File: src/rtl/sirv_uartrx.sv
// sirv_uartrx -- 8N1 UART receiver with 2-flop input synchronizer.
//
// Ports:
//   clock        : single clock, all state updates on its rising edge
//   reset        : synchronous, active-high
//   io_en        : receiver enable; 0 forces IDLE and discards any partial frame
//   io_in        : asynchronous serial line, idle high
//   io_out_valid : one-cycle pulse, received byte available on io_out_bits
//   io_out_bits  : last good received byte, held until the next one
//   io_div       : bit period minus 1, in clocks
//   io_frame_err : one-cycle pulse on a bad stop bit (only with SIRV_UARTRX_FRAMEERR_EN)
//
// Build option: define SIRV_UARTRX_FRAMEERR_EN to add the io_frame_err port.
// Without it, frames with a bad stop bit are dropped silently.
module sirv_uartrx (
    input  logic        clock,
    input  logic        reset,
    input  logic        io_en,
    input  logic        io_in,
    output logic        io_out_valid,
    output logic [7:0]  io_out_bits,
    input  logic [15:0] io_div
`ifdef SIRV_UARTRX_FRAMEERR_EN
    ,
    output logic        io_frame_err
`endif
);

    typedef enum logic [2:0] {
        ST_IDLE,
        ST_START,
        ST_DATA,
        ST_STOP,
        ST_WAITHI
    } state_e;

    state_e      state_q, state_d;
    logic        sync1_q, rxd_q;
    logic [15:0] prescale_q, prescale_d;
    logic [2:0]  count_q, count_d;
    logic [7:0]  shift_q, shift_d;
    logic [7:0]  bits_q, bits_d;
    logic        valid_q, valid_d;
    logic        tick;
`ifdef SIRV_UARTRX_FRAMEERR_EN
    logic        ferr_q, ferr_d;
`endif

    always_ff @(posedge clock) begin
        if (reset) begin
            state_q    <= ST_IDLE;
            sync1_q    <= 1'b1;
            rxd_q      <= 1'b1;
            prescale_q <= '0;
            count_q    <= '0;
            shift_q    <= '0;
            bits_q     <= '0;
            valid_q    <= 1'b0;
`ifdef SIRV_UARTRX_FRAMEERR_EN
            ferr_q     <= 1'b0;
`endif
        end else begin
            state_q    <= state_d;
            sync1_q    <= io_in;
            rxd_q      <= sync1_q;
            prescale_q <= prescale_d;
            count_q    <= count_d;
            shift_q    <= shift_d;
            bits_q     <= bits_d;
            valid_q    <= valid_d;
`ifdef SIRV_UARTRX_FRAMEERR_EN
            ferr_q     <= ferr_d;
`endif
        end
    end

    always_comb begin
        state_d    = state_q;
        prescale_d = prescale_q;
        count_d    = count_q;
        shift_d    = shift_q;
        bits_d     = bits_q;
        valid_d    = 1'b0;
        tick       = 1'b0;
`ifdef SIRV_UARTRX_FRAMEERR_EN
        ferr_d     = 1'b0;
`endif

        // Bit-period prescaler, only running while a frame is in progress.
        if (state_q inside {ST_START, ST_DATA, ST_STOP}) begin
            if (prescale_q == '0) begin
                tick       = 1'b1;
                prescale_d = io_div;
            end else begin
                prescale_d = prescale_q - 16'd1;
            end
        end

        case (state_q)
            ST_IDLE: begin
                if (!rxd_q) begin
                    if (io_div == '0) begin
                        // With a 1-clock bit the detect cycle already is the start
                        // bit sample; a separate START check would land on data bit 0.
                        state_d    = ST_DATA;
                        count_d    = '0;
                        prescale_d = '0;
                    end else begin
                        state_d    = ST_START;
                        prescale_d = io_div >> 1;
                    end
                end
            end
            ST_START: begin
                if (tick) begin
                    if (rxd_q) begin
                        state_d = ST_IDLE;
                    end else begin
                        state_d = ST_DATA;
                        count_d = '0;
                    end
                end
            end
            ST_DATA: begin
                if (tick) begin
                    shift_d = {rxd_q, shift_q[7:1]};
                    count_d = count_q + 3'd1;
                    if (count_q == 3'd7) begin
                        state_d = ST_STOP;
                    end
                end
            end
            ST_STOP: begin
                if (tick) begin
                    if (rxd_q) begin
                        bits_d  = shift_q;
                        valid_d = 1'b1;
                        state_d = ST_IDLE;
                    end else begin
`ifdef SIRV_UARTRX_FRAMEERR_EN
                        ferr_d  = 1'b1;
`endif
                        state_d = ST_WAITHI;
                    end
                end
            end
            ST_WAITHI: begin
                // A line held low after a bad frame must not start new frames.
                if (rxd_q) begin
                    state_d = ST_IDLE;
                end
            end
            default: state_d = ST_IDLE;
        endcase

        if (!io_en) begin
            state_d = ST_IDLE;
            bits_d  = bits_q;
            valid_d = 1'b0;
`ifdef SIRV_UARTRX_FRAMEERR_EN
            ferr_d  = 1'b0;
`endif
        end
    end

    assign io_out_valid = valid_q;
    assign io_out_bits  = bits_q;
`ifdef SIRV_UARTRX_FRAMEERR_EN
    assign io_frame_err = ferr_q;
`endif

endmodule

File: config.mk
export PLATFORM = sky130hd
export DESIGN_NAME = sirv_uartrx
export DESIGN_NICKNAME = d
export VERILOG_FILES = /design/src/rtl/sirv_uartrx.sv
export SDC_FILE = /design/constraint.sdc
export NUM_CORES = 1
export LEC_CHECK = 0
export ABC_CLOCK_PERIOD_IN_PS = 3100
export CORE_ASPECT_RATIO = 1.2
export CORE_MARGIN = 5
export CORE_UTILIZATION = 59
export DETAILED_ROUTE_END_ITERATION = 16
export GPL_TIMING_DRIVEN = 0
export PLACE_DENSITY = 0.84
export SLEW_MARGIN = 20
export SYNTH_ARGS = -nofsm -noshare
export SYNTH_HDL_FRONTEND = slang
export SYNTH_SLANG_ARGS = --single-unit
File: constraint.sdc
create_clock -name clock -period 3.1 [get_ports clock]
set_input_delay 0.93 -clock clock [delete_from_list [all_inputs] [get_ports clock]]
set_output_delay 0.93 -clock clock [all_outputs]
set_load 0.02 [all_outputs]
==> impl_metrics.ini <==
[clocking]
root_buffer = clkbuf_8
h-tree-depth = 2
cts_tree = yes
postCtsResizedCells = 0
cts_buffer_depth = 2
postCtsSetupBuffers = 0
clkLatencyLatePin_ns = 0.30
postCtsHoldBufs = 0
clock-sinks = 41
numCtsBuffers = 5
clkTransAtPathRegs_ns = 0.09

[detailed_routing]
drt_wl_total_mm = 6.179
drtIter0Drc = 341
avgViaCountPerCell = 6.268
wl_per_cell_um = 17.07
firstDrtPassIters = 6
drc = 0
ant_nets = 0
via_count = 2269

[setup_path]
cp_slowest_stage_delay_ns = 0.50
end_kind = flip-flop
crit_family = buffers and inverters
cp_slowest_cell = clkbuf_1
path_class = primary input to flip-flop
path_common_cell = clkbuf_1
worstPathMaxFanout = 10
path_cells = clkdlybuf4s50_1 -> clkbuf_1 -> clkbuf_1 -> clkbuf_1 -> nor2_1
cp_data_required_time_ns = 3.28
critPathLaunchType = primary input
cp_data_arrival_time_ns = 2.75
worst-path-buf-inv = 4
regToRegSetupSlack_ns = 0.85

[logic_synthesis]
synth-seq-cells = 41
synthesis.nets = 298
syn-instance-count = 274
seq_area_frac_synth = 0.3571
synth_warnings = 0
yosysUniqueCellTypes = 57
async_reset_ff_frac = 0
netlist_area_sq_um = 2298
synthFlopType = dfxtp_1
synth_edf_count = 0
avgSynthCellArea_sq_um = 8.389

[cells_and_area]
multi_input_area_sq_um = 1396
fin_cells = 362
antennaDiodeCount = 0
area_delta_synth_final_pct = 20.03
fillers = 287
regArea_sq_um = 820.8
drive_gt1_frac = 0.09032
layout_common_cells = nor2_1 (44), dfxtp_1 (41), clkdlybuf4s50_1 (28), mux2i_1 (20), nand2_1 (16)
nets = 333
layout_commonest_cell = nor2_1

[timing]
fin_tns_setup_ns = 0
min_period_ns = 2.570
skew_ns = 0.009017
whs_ns = 0.4153
period_share = 0.8292
worst_slack_ns = 0.5296
fmax_ghz = 0.3890
rsz0062_at_grt = no
relSlewSlack = 0.3917
setup_viol = 0
slew_violations = 0
hold_violations = 0
worstMarginPinSlew_ns = 0.9055

[placed_design]
dpl.cell_count = 354
port_buffers = 28
place_hpwl_mm = 4.447
place.gp.congestion = 0.9437
dp_slack_ns = 0.2142

[die]
die_width_um = 66.98
rows = 24
design.portCount = 29
die_height_um = 78.37
die-area_sq_um = 5249
core_sq_um = 3694
initial_core_util = 0.6223

[worst_hold_path]
hp-class = flip-flop to flip-flop

[global_route]
antenna_found_initial = 0
grt_start_max_net_pins = 15
grt_use_total = 0.2476
grt_pass1_wl_mm = 10.07
grt_pass1_vias = 2153
grt_overflow_total = 0

[power_and_ir_drop]
leakage_nw = 1.033
p_per_area_nw_per_um2 = 479.7
vdd_drop_max_v = 0.0003500

[outcome]
status = finished clean

[run]
drv_cap = 0
-- worst register-to-register path, stage by stage, from the launching register on --
cell and delay [ns]:
dfxtp_1 0.37, inv_1 0.10, ha_1 0.15, nor3b_2 0.39, nand3_2 0.26, nor3_4 0.53, mux2i_1 0.25, nor2_1 0.06
-- cells by family (layout without fill, tap and decap cells) --
family                     after synthesis  after routing  synth area share
adders and majority gates                4              4           0.02178
AOI/OAI and AO/OA                       67             67            0.2020
muxes                                   20             20           0.08710
buffers and inverters                   20             56           0.03539
and+or+nand+nor                        121            121            0.2929
DFF                                     41             41            0.3571
xor gates and xnor gates                 1              1          0.003811
-- metal layers --
layer  wire [um]  GRT usage
met1        2560     0.3191
met2        2903     0.3859
met3         526    0.06000
met4         189     0.1156
met5           0          0
-- final cells by class --
cell class | instances | share of cell area
Buffer | 15 | 0.02268
Clock buffer | 5 | 0.02494
Clock inverter | 3 | 0.01678
Inverter | 5 | 0.006803
Multi-Input combinational cell | 213 | 0.5061
Sequential cell | 41 | 0.2975
Tap cell | 52 | 0.02358
Timing Repair Buffer | 28 | 0.1016
-- power by group --
group / leakage [nW] / internal (mW) / total [mW] / switching (mW)
logic: 0.647 / 0.122 / 0.308 / 0.186
clock network: 0.0543 / 0.241 / 0.448 / 0.207
registers: 0.332 / 0.542 / 0.567 / 0.0246
-- synth_stat cells, drive strengths merged, types with 3 or more instances --
library cell / count / area (sq um)
a211oi: 10 / 80.07
a21oi: 11 / 55.05
a31oi: 6 / 37.54
and4: 3 / 26.28
buf: 5 / 25.03
clkbuf: 10 / 37.54
dfxtp: 41 / 820.8
ha: 4 / 50.05
inv: 5 / 18.77
mux2i: 20 / 200.2
nand2: 16 / 60.06
nand2b: 7 / 43.79
nand3: 10 / 55.05
nand4: 3 / 25.02
nor2: 45 / 171.4
nor3: 10 / 71.32
nor3b: 3 / 27.52
nor4: 10 / 92.59
o21ai: 11 / 55.05
o22ai: 6 / 37.54
or2: 4 / 25.02
-- final timing paths --
check	start	endpoint	cells after the start
worst max-delay path	reset	io_out_bits[4]	5
worst min-delay path	sync1_q	rxd_q	1
worst max register to register	prescale_q[0]	shift_q[7]	7
worst min register to register	sync1_q	rxd_q	1
-- through the flow --
stage               area, sq um  utilization  power, mW
floorplan                  2298            -     0.7831
global placement           2644       0.7158     0.8742
detailed placement         2644       0.7158     0.8757
CTS                        2759       0.7470      1.316
global route               2759       0.7470      1.378
finish                     2759       0.7470      1.323
-- registers in the layout, indices dropped and copies added (netlist names) --
| register | count |
|---|---|
| rxd_q | 1 |
| shift_q | 8 |
| io_out_bits | 8 |
| io_out_valid | 1 |
| prescale_q | 16 |
| state_q | 3 |
| count_q | 3 |
| sync1_q | 1 |
No activity file was read; power rests on OpenSTA's default activity.
